[config.mk]
export PLATFORM = sky130hd
export DESIGN_NAME = sd_emmc_raid_cmd
export DESIGN_NICKNAME = d
export VERILOG_FILES = /design/src/rtl/sd_emmc_raid_cmd.sv
export SDC_FILE = /design/constraint.sdc
export NUM_CORES = 1
export LEC_CHECK = 0
export ABC_AREA = 1
export CAP_MARGIN = 20
export CORE_AREA = 2 2 186 188
export CTS_CLUSTER_SIZE = 30
export DETAILED_ROUTE_END_ITERATION = 8
export DIE_AREA = 0 0 188 190
export GPL_TIMING_DRIVEN = 1
export PLACE_DENSITY = 0.73
export RECOVER_POWER = 50
export SYNTH_ARGS = -nofsm -noshare
export SYNTH_HDL_FRONTEND = slang
export SYNTH_SLANG_ARGS = --single-unit
[constraint.sdc]
create_clock -name sd_clk -period 10.41 [get_ports sd_clk]
set_input_delay 2.082 -clock sd_clk [delete_from_list [all_inputs] [get_ports sd_clk]]
set_output_delay 2.082 -clock sd_clk [all_outputs]
set_load 0.1 [all_outputs]
[src/rtl/sd_emmc_raid_cmd.sv]
// ============================================================================
// Module : sd_emmc_raid_cmd -- issues one command to NUM_CH striped eMMC
// channels and merges their responses/status. Option macro: RAID_RESP_CMP_EN.
// Revision: 1.0
// ============================================================================
`default_nettype none

module sd_emmc_raid_cmd #(
  parameter int NUM_CH   = 2,
  parameter int TO_W     = 16,
  parameter int SHORT_TO = 120,
  parameter int LONG_TO  = 250,
  parameter int BUSY_TO  = 16'hFFFF
) (
  input  logic                    sd_clk,
  input  logic                    rst,
  input  logic                    start_i,
  input  logic                    int_status_rst_i,
  input  logic [NUM_CH-1:0]       ch_en_i,
  input  logic [31:0]             argument_i,
  input  logic [13:0]             command_i,
  input  logic [NUM_CH-1:0]       finish_i,
  input  logic [NUM_CH-1:0]       crc_ok_i,
  input  logic [NUM_CH-1:0]       index_ok_i,
  input  logic [NUM_CH-1:0]       busy_i,
  input  logic [NUM_CH*120-1:0]   response_i,
  output logic                    start_xfr_o,
  output logic                    go_idle_o,
  output logic [39:0]             cmd_o,
  output logic [1:0]              setting_o,
  output logic [31:0]             response_0_o,
  output logic [31:0]             response_1_o,
  output logic [31:0]             response_2_o,
  output logic [31:0]             response_3_o,
  output logic [5:0]              int_status_o,
  output logic [NUM_CH-1:0]       ch_err_o
);

  typedef enum logic [1:0] {
    IDLE       = 2'd0,
    EXECUTE    = 2'd1,
    BUSY_CHECK = 2'd2,
    ABORT      = 2'd3
  } state_t;

  localparam logic [TO_W-1:0] SHORT_LIM = TO_W'(SHORT_TO);
  localparam logic [TO_W-1:0] LONG_LIM  = TO_W'(LONG_TO);
  localparam logic [TO_W-1:0] BUSY_LIM  = TO_W'(BUSY_TO);

  state_t            state;
  logic [NUM_CH-1:0] en, done;
  logic [TO_W-1:0]   wd, limit;
  logic [1:0]        rtype;
  logic              crc_chk, idx_chk;
  logic [5:0]        int_stat;

  logic [NUM_CH-1:0] fin, crc_bad, idx_bad, done_next, err_set, resp_mis;
  logic              all_done, abort_now;
  logic [5:0]        set_stat;
  logic [119:0]      low_resp;
  int                low;

  logic unused_cmd_bits;
  assign unused_cmd_bits = &{1'b0, command_i[7:5], command_i[2]};

  assign int_status_o = (state == IDLE) ? int_stat : 6'h00;

  always_comb begin
    fin       = finish_i & en & ~done;
    crc_bad   = crc_chk ? (fin & ~crc_ok_i) : '0;
    idx_bad   = idx_chk ? (fin & ~index_ok_i) : '0;
    done_next = done | fin;
    all_done  = &(done_next | ~en);
    low = 0;
    for (int k = NUM_CH - 1; k >= 0; k--)
      if (en[k]) low = k;
    low_resp = response_i[low*120 +: 120];
  end

`ifdef RAID_RESP_CMP_EN
  // Each channel's short response is held from its own finish until completion.
  logic [31:0] short_q   [NUM_CH];
  logic [31:0] short_now [NUM_CH];

  always_comb begin
    resp_mis = '0;
    for (int k = 0; k < NUM_CH; k++)
      short_now[k] = fin[k] ? response_i[k*120+88 +: 32] : short_q[k];
    for (int k = 0; k < NUM_CH; k++)
      if (state == EXECUTE && rtype[1] && en[k] && short_now[k] != short_now[low])
        resp_mis[k] = 1'b1;
  end

  always_ff @(posedge sd_clk or posedge rst) begin
    if (rst) begin
      for (int k = 0; k < NUM_CH; k++) short_q[k] <= '0;
    end else if (state == EXECUTE) begin
      for (int k = 0; k < NUM_CH; k++)
        if (fin[k]) short_q[k] <= short_now[k];
    end
  end
`else
  assign resp_mis = '0;
`endif

  always_comb begin
    set_stat  = '0;
    err_set   = '0;
    abort_now = 1'b0;
    case (state)
      EXECUTE: begin
        err_set = crc_bad | idx_bad;
        if (|crc_bad) set_stat = set_stat | 6'h28;
        if (|idx_bad) set_stat = set_stat | 6'h30;
        // Completion wins over a timeout landing in the same cycle.
        if (all_done) begin
          err_set = err_set | resp_mis;
          if (|resp_mis) set_stat = set_stat | 6'h20;
          if (rtype != 2'b11) set_stat = set_stat | 6'h01;
        end else if (rtype != 2'b00 && wd >= limit) begin
          set_stat  = set_stat | 6'h24;
          err_set   = err_set | (en & ~done_next);
          abort_now = 1'b1;
        end
      end
      BUSY_CHECK: begin
        if ((busy_i & en) == '0) begin
          set_stat = 6'h03;
        end else if (wd >= BUSY_LIM) begin
          set_stat  = 6'h24;
          abort_now = 1'b1;
        end
      end
      default: ;
    endcase
  end

  always_ff @(posedge sd_clk or posedge rst) begin
    if (rst) begin
      state        <= IDLE;
      en           <= '0;
      done         <= '0;
      wd           <= '0;
      limit        <= '0;
      rtype        <= '0;
      crc_chk      <= 1'b0;
      idx_chk      <= 1'b0;
      int_stat     <= '0;
      ch_err_o     <= '0;
      start_xfr_o  <= 1'b0;
      go_idle_o    <= 1'b0;
      cmd_o        <= '0;
      setting_o    <= '0;
      response_0_o <= '0;
      response_1_o <= '0;
      response_2_o <= '0;
      response_3_o <= '0;
    end else begin
      start_xfr_o <= 1'b0;
      go_idle_o   <= 1'b0;
      ch_err_o    <= ch_err_o | err_set;
      int_stat    <= int_status_rst_i ? 6'h00 : (int_stat | set_stat);
      case (state)
        IDLE: begin
          cmd_o     <= {2'b01, command_i[13:8], argument_i};
          setting_o <= {command_i[1:0] == 2'b01, command_i[1:0] != 2'b00};
          rtype     <= command_i[1:0];
          limit     <= (command_i[1:0] == 2'b01) ? LONG_LIM : SHORT_LIM;
          crc_chk   <= command_i[3];
          idx_chk   <= command_i[4];
          wd        <= '0;
          done      <= '0;
          if (start_i) begin
            en       <= ch_en_i;
            ch_err_o <= '0;
            if (ch_en_i == '0) begin
              if (!int_status_rst_i) int_stat <= 6'h21;
            end else begin
              int_stat    <= 6'h00;
              start_xfr_o <= 1'b1;
              state       <= EXECUTE;
            end
          end
        end
        EXECUTE: begin
          done <= done_next;
          if (rtype != 2'b00 && fin[low]) begin
            if (rtype == 2'b01) begin
              response_3_o <= {8'h00, low_resp[119:96]};
              response_2_o <= low_resp[95:64];
              response_1_o <= low_resp[63:32];
              response_0_o <= low_resp[31:0];
            end else begin
              response_0_o <= low_resp[119:88];
            end
          end
          if (all_done) begin
            wd    <= '0;
            state <= (rtype == 2'b11) ? BUSY_CHECK : IDLE;
          end else if (abort_now) begin
            go_idle_o <= 1'b1;
            state     <= ABORT;
          end else if (wd != '1) begin
            wd <= wd + 1'b1;
          end
        end
        BUSY_CHECK: begin
          if (set_stat[1]) begin
            state <= IDLE;
          end else if (abort_now) begin
            go_idle_o <= 1'b1;
            state     <= ABORT;
          end else if (wd != '1) begin
            wd <= wd + 1'b1;
          end
        end
        default: state <= IDLE;
      endcase
    end
  end

endmodule

`default_nettype wire

==> flow_summary.json <==
{
  "stdcell_count": 2110,
  "grtUsageMet3_pct": 5.85,
  "antenna_diodes": 0,
  "timing.critical_path.to_type": "async pin",
  "gr-usage-all-layers_pct": 19.0,
  "postSynthAreaPerCell_um2": 7.95,
  "netlist_top_cells_area": "dfrtp_1, nand2_1, nor2_1, a31oi_1, mux2i_1",
  "layout.cells.most_common_list": "clkdlybuf4s50_1, nand2_1, dfrtp_1, nor2_1, o21ai_0",
  "worst_setup_path_start_kind": "primary input",
  "worst_setup_hold_path_clk_slew_ps": 70,
  "cts_inserted_buffers": 17,
  "failing_checks": "capacitance limit, slew limit",
  "run_status": "finished with violations",
  "worstSkewPairLatency_ps": 450,
  "crit_required_ps": 10870,
  "cts_sinks": 197,
  "synthCells": 1217,
  "number_of_distinct_library_cells_after_synthesis": 32,
  "place_hpwl_um": 24900,
  "rsz0062_at_grt": "no",
  "setup-tns-final_ps": 0,
  "finalCoreUtilization_pct": 44.9,
  "floorplan.core_area_um2": 33900,
  "hold_fix_buffers_cts": 0,
  "finalClockSkew_ps": 11.9,
  "slew-limit-headroom_pct": -294,
  "wire_per_inst_um": 16.1,
  "reg2reg_to": "state[0]",
  "fmax_ghz": 0.152,
  "worstPathMaxFanout": 128,
  "initial_core_util_pct": 28.5,
  "final_layout_size_suffix_gt1_share_pct": 2.96,
  "holdCritPathClass": "reg -> reg",
  "r2r.worst_path.cells": 8,
  "synth_seq_area_share_pct": 51.0,
  "grtUsageMet2_pct": 32.8,
  "via_count": 10000,
  "final_common_cell": "clkdlybuf4s50_1",
  "ys_warn_count": 0,
  "worst_hold_path.endpoint": "cmd_o[13]",
  "avgViaCountPerCell": 4.75,
  "max_cap_viols": 3,
  "antenna_left": 0,
  "worstHoldPathCells": 2,
  "cts_tree": "done",
  "globalplace.congestion": 0.905,
  "grt_first_pass_wirelength_um": 53400,
  "die_width_um": 188,
  "rrSetupSlack_ps": 5210,
  "grt.overflow.total": 0,
  "ys_ff_latch": 197,
  "clock_tree.htree_level_count": 4,
  "layout_worst_path_cycle_share_pct": 63.4,
  "timing_worst_slew_pin_value_ps": 5870,
  "netlist.top_cell.by_area": "dfrtp_1",
  "global_route.peak_usage_layer": "met2",
  "floorplan.die_area_um2": 35700,
  "drcViolationCount": 0,
  "postCtsSetupBuffers": 0,
  "antenna_found_initial": 1,
  "area_growth_syn_to_layout_pct": 57.7,
  "crit_arrival_ps": 7060,
  "grt_pass1_vias": 9916,
  "finalSetupViolCount": 0,
  "met1_usage_pct": 21.5,
  "hold_path.startpoint": "cmd_o[13]",
  "detail_route.first_pass.iterations": 5,
  "period_needed_ps": 6600,
  "report.final.hold_viol_count": 0,
  "nets": 1954,
  "maxSlewViolCount": 222,
  "critical_path.reg2reg.startpoint": "state[1]",
  "clk_root_buffer_cell": "clkbuf_16",
  "post_synth_instance_area_um2": 9670,
  "worstSetupPathType": "in -> async",
  "initialDrtViolationCount": 544,
  "cts_resized": 0,
  "pin_count": 480,
  "share_of_the_synthesized_area_in_the_top_cell_type_pct": 51.0,
  "wl_um": 34100,
  "cts-root-to-sink-buffers": 2,
  "core.rowCount": 68,
  "floorplan.die.height_um": 190,
  "io_buffers": 466,
  "placed_cells": 2078,
  "grt_start_max_net_pins": 129
}
final cells by class:
cell class	instances	area, µm²
Fill cell	3235	18700
Sequential cell	197	4930
Timing Repair Buffer	476	4730
Multi-Input combinational cell	895	4200
Tap cell	455	569
Clock buffer	19	453
Inverter	55	208
Clock inverter	13	163
stage by stage:
step,hold WS [ps],cell area [µm²],setup slack (ps)
6_report,473,15200,3810
5_1_grt,498,15200,2780
4_1_cts,477,15300,5250
3_5_place_dp,458,14700,5100
3_3_place_gp,454,14700,5180
2_1_floorplan,449,9700,2960
state kept, by name (all words and copies together), names as in the netlist:
signal and cells:
response_2_o 32, ch_err_o 2, cmd_o 38, limit 2
start_xfr_o 1, wd 16, int_stat 6, en 2
response_0_o 32, rtype 2, done 2, go_idle_o 1
crc_chk 1, state 2, response_1_o 32, setting_o 1
response_3_o 24, idx_chk 1
critical path: stages:
cell	delay (ps)
dlygate4sd3_1	550
clkinvlp_2	3240
buf_4	1110
Yosys cell counts:
cell      number
inv_1         52
nand3_2        1
a211oi_1       1
nor3_1         8
o21ai_0       58
buf_4         16
nand4_1        7
buf_1          3
ha_1          12
conb_1         1
nor3_2         1
buf_2         23
a21oi_1       49
a21boi_0       1
clkbuf_1      36
nand3_1       28
o21ai_1        1
dfrtp_1      197
mux2i_1       32
o211ai_1       1
nand3b_1       1
nand2_1      426
nor4_1         2
nand4_2        1
nor2_1       152
o22ai_1       36
xor2_1         7
or2_2          1
nor2_2         2
inv_2          3
a31oi_1       57
a21oi_2        1
routing by layer:
layer	vias to the layer above	part of all wire, %
met4	2	3.5
met1	4713	39
met2	424	49
met3	71	8.3
li1	4803	-
met5	-	0.032
cell families after synthesis:
kind of cell    Yosys count  share of synthesized area, %
flops                   197                          51.0
simple gates            630                          25.5
buf+inv                 133                          6.08
compound gates          205                          11.9
mux                      32                          3.31
fa+ha+maj                12                          1.55
xor+xnor                  7                         0.634
other cells               1                        0.0388
how the worst max path moves through the flow:
stage                      from          endpoint
floorplan                   rst       ch_err_o[0]
detailed placement  finish_i[1]   response_1_o[3]
CTS                    state[1]   int_status_o[0]
global route                rst         cmd_o[26]
global placement    finish_i[0]  response_1_o[30]
finish                      rst            wd[10]
Power is not shown: default switching activity piles up to over one toggle a cycle in this logic, so the estimate is an artifact.
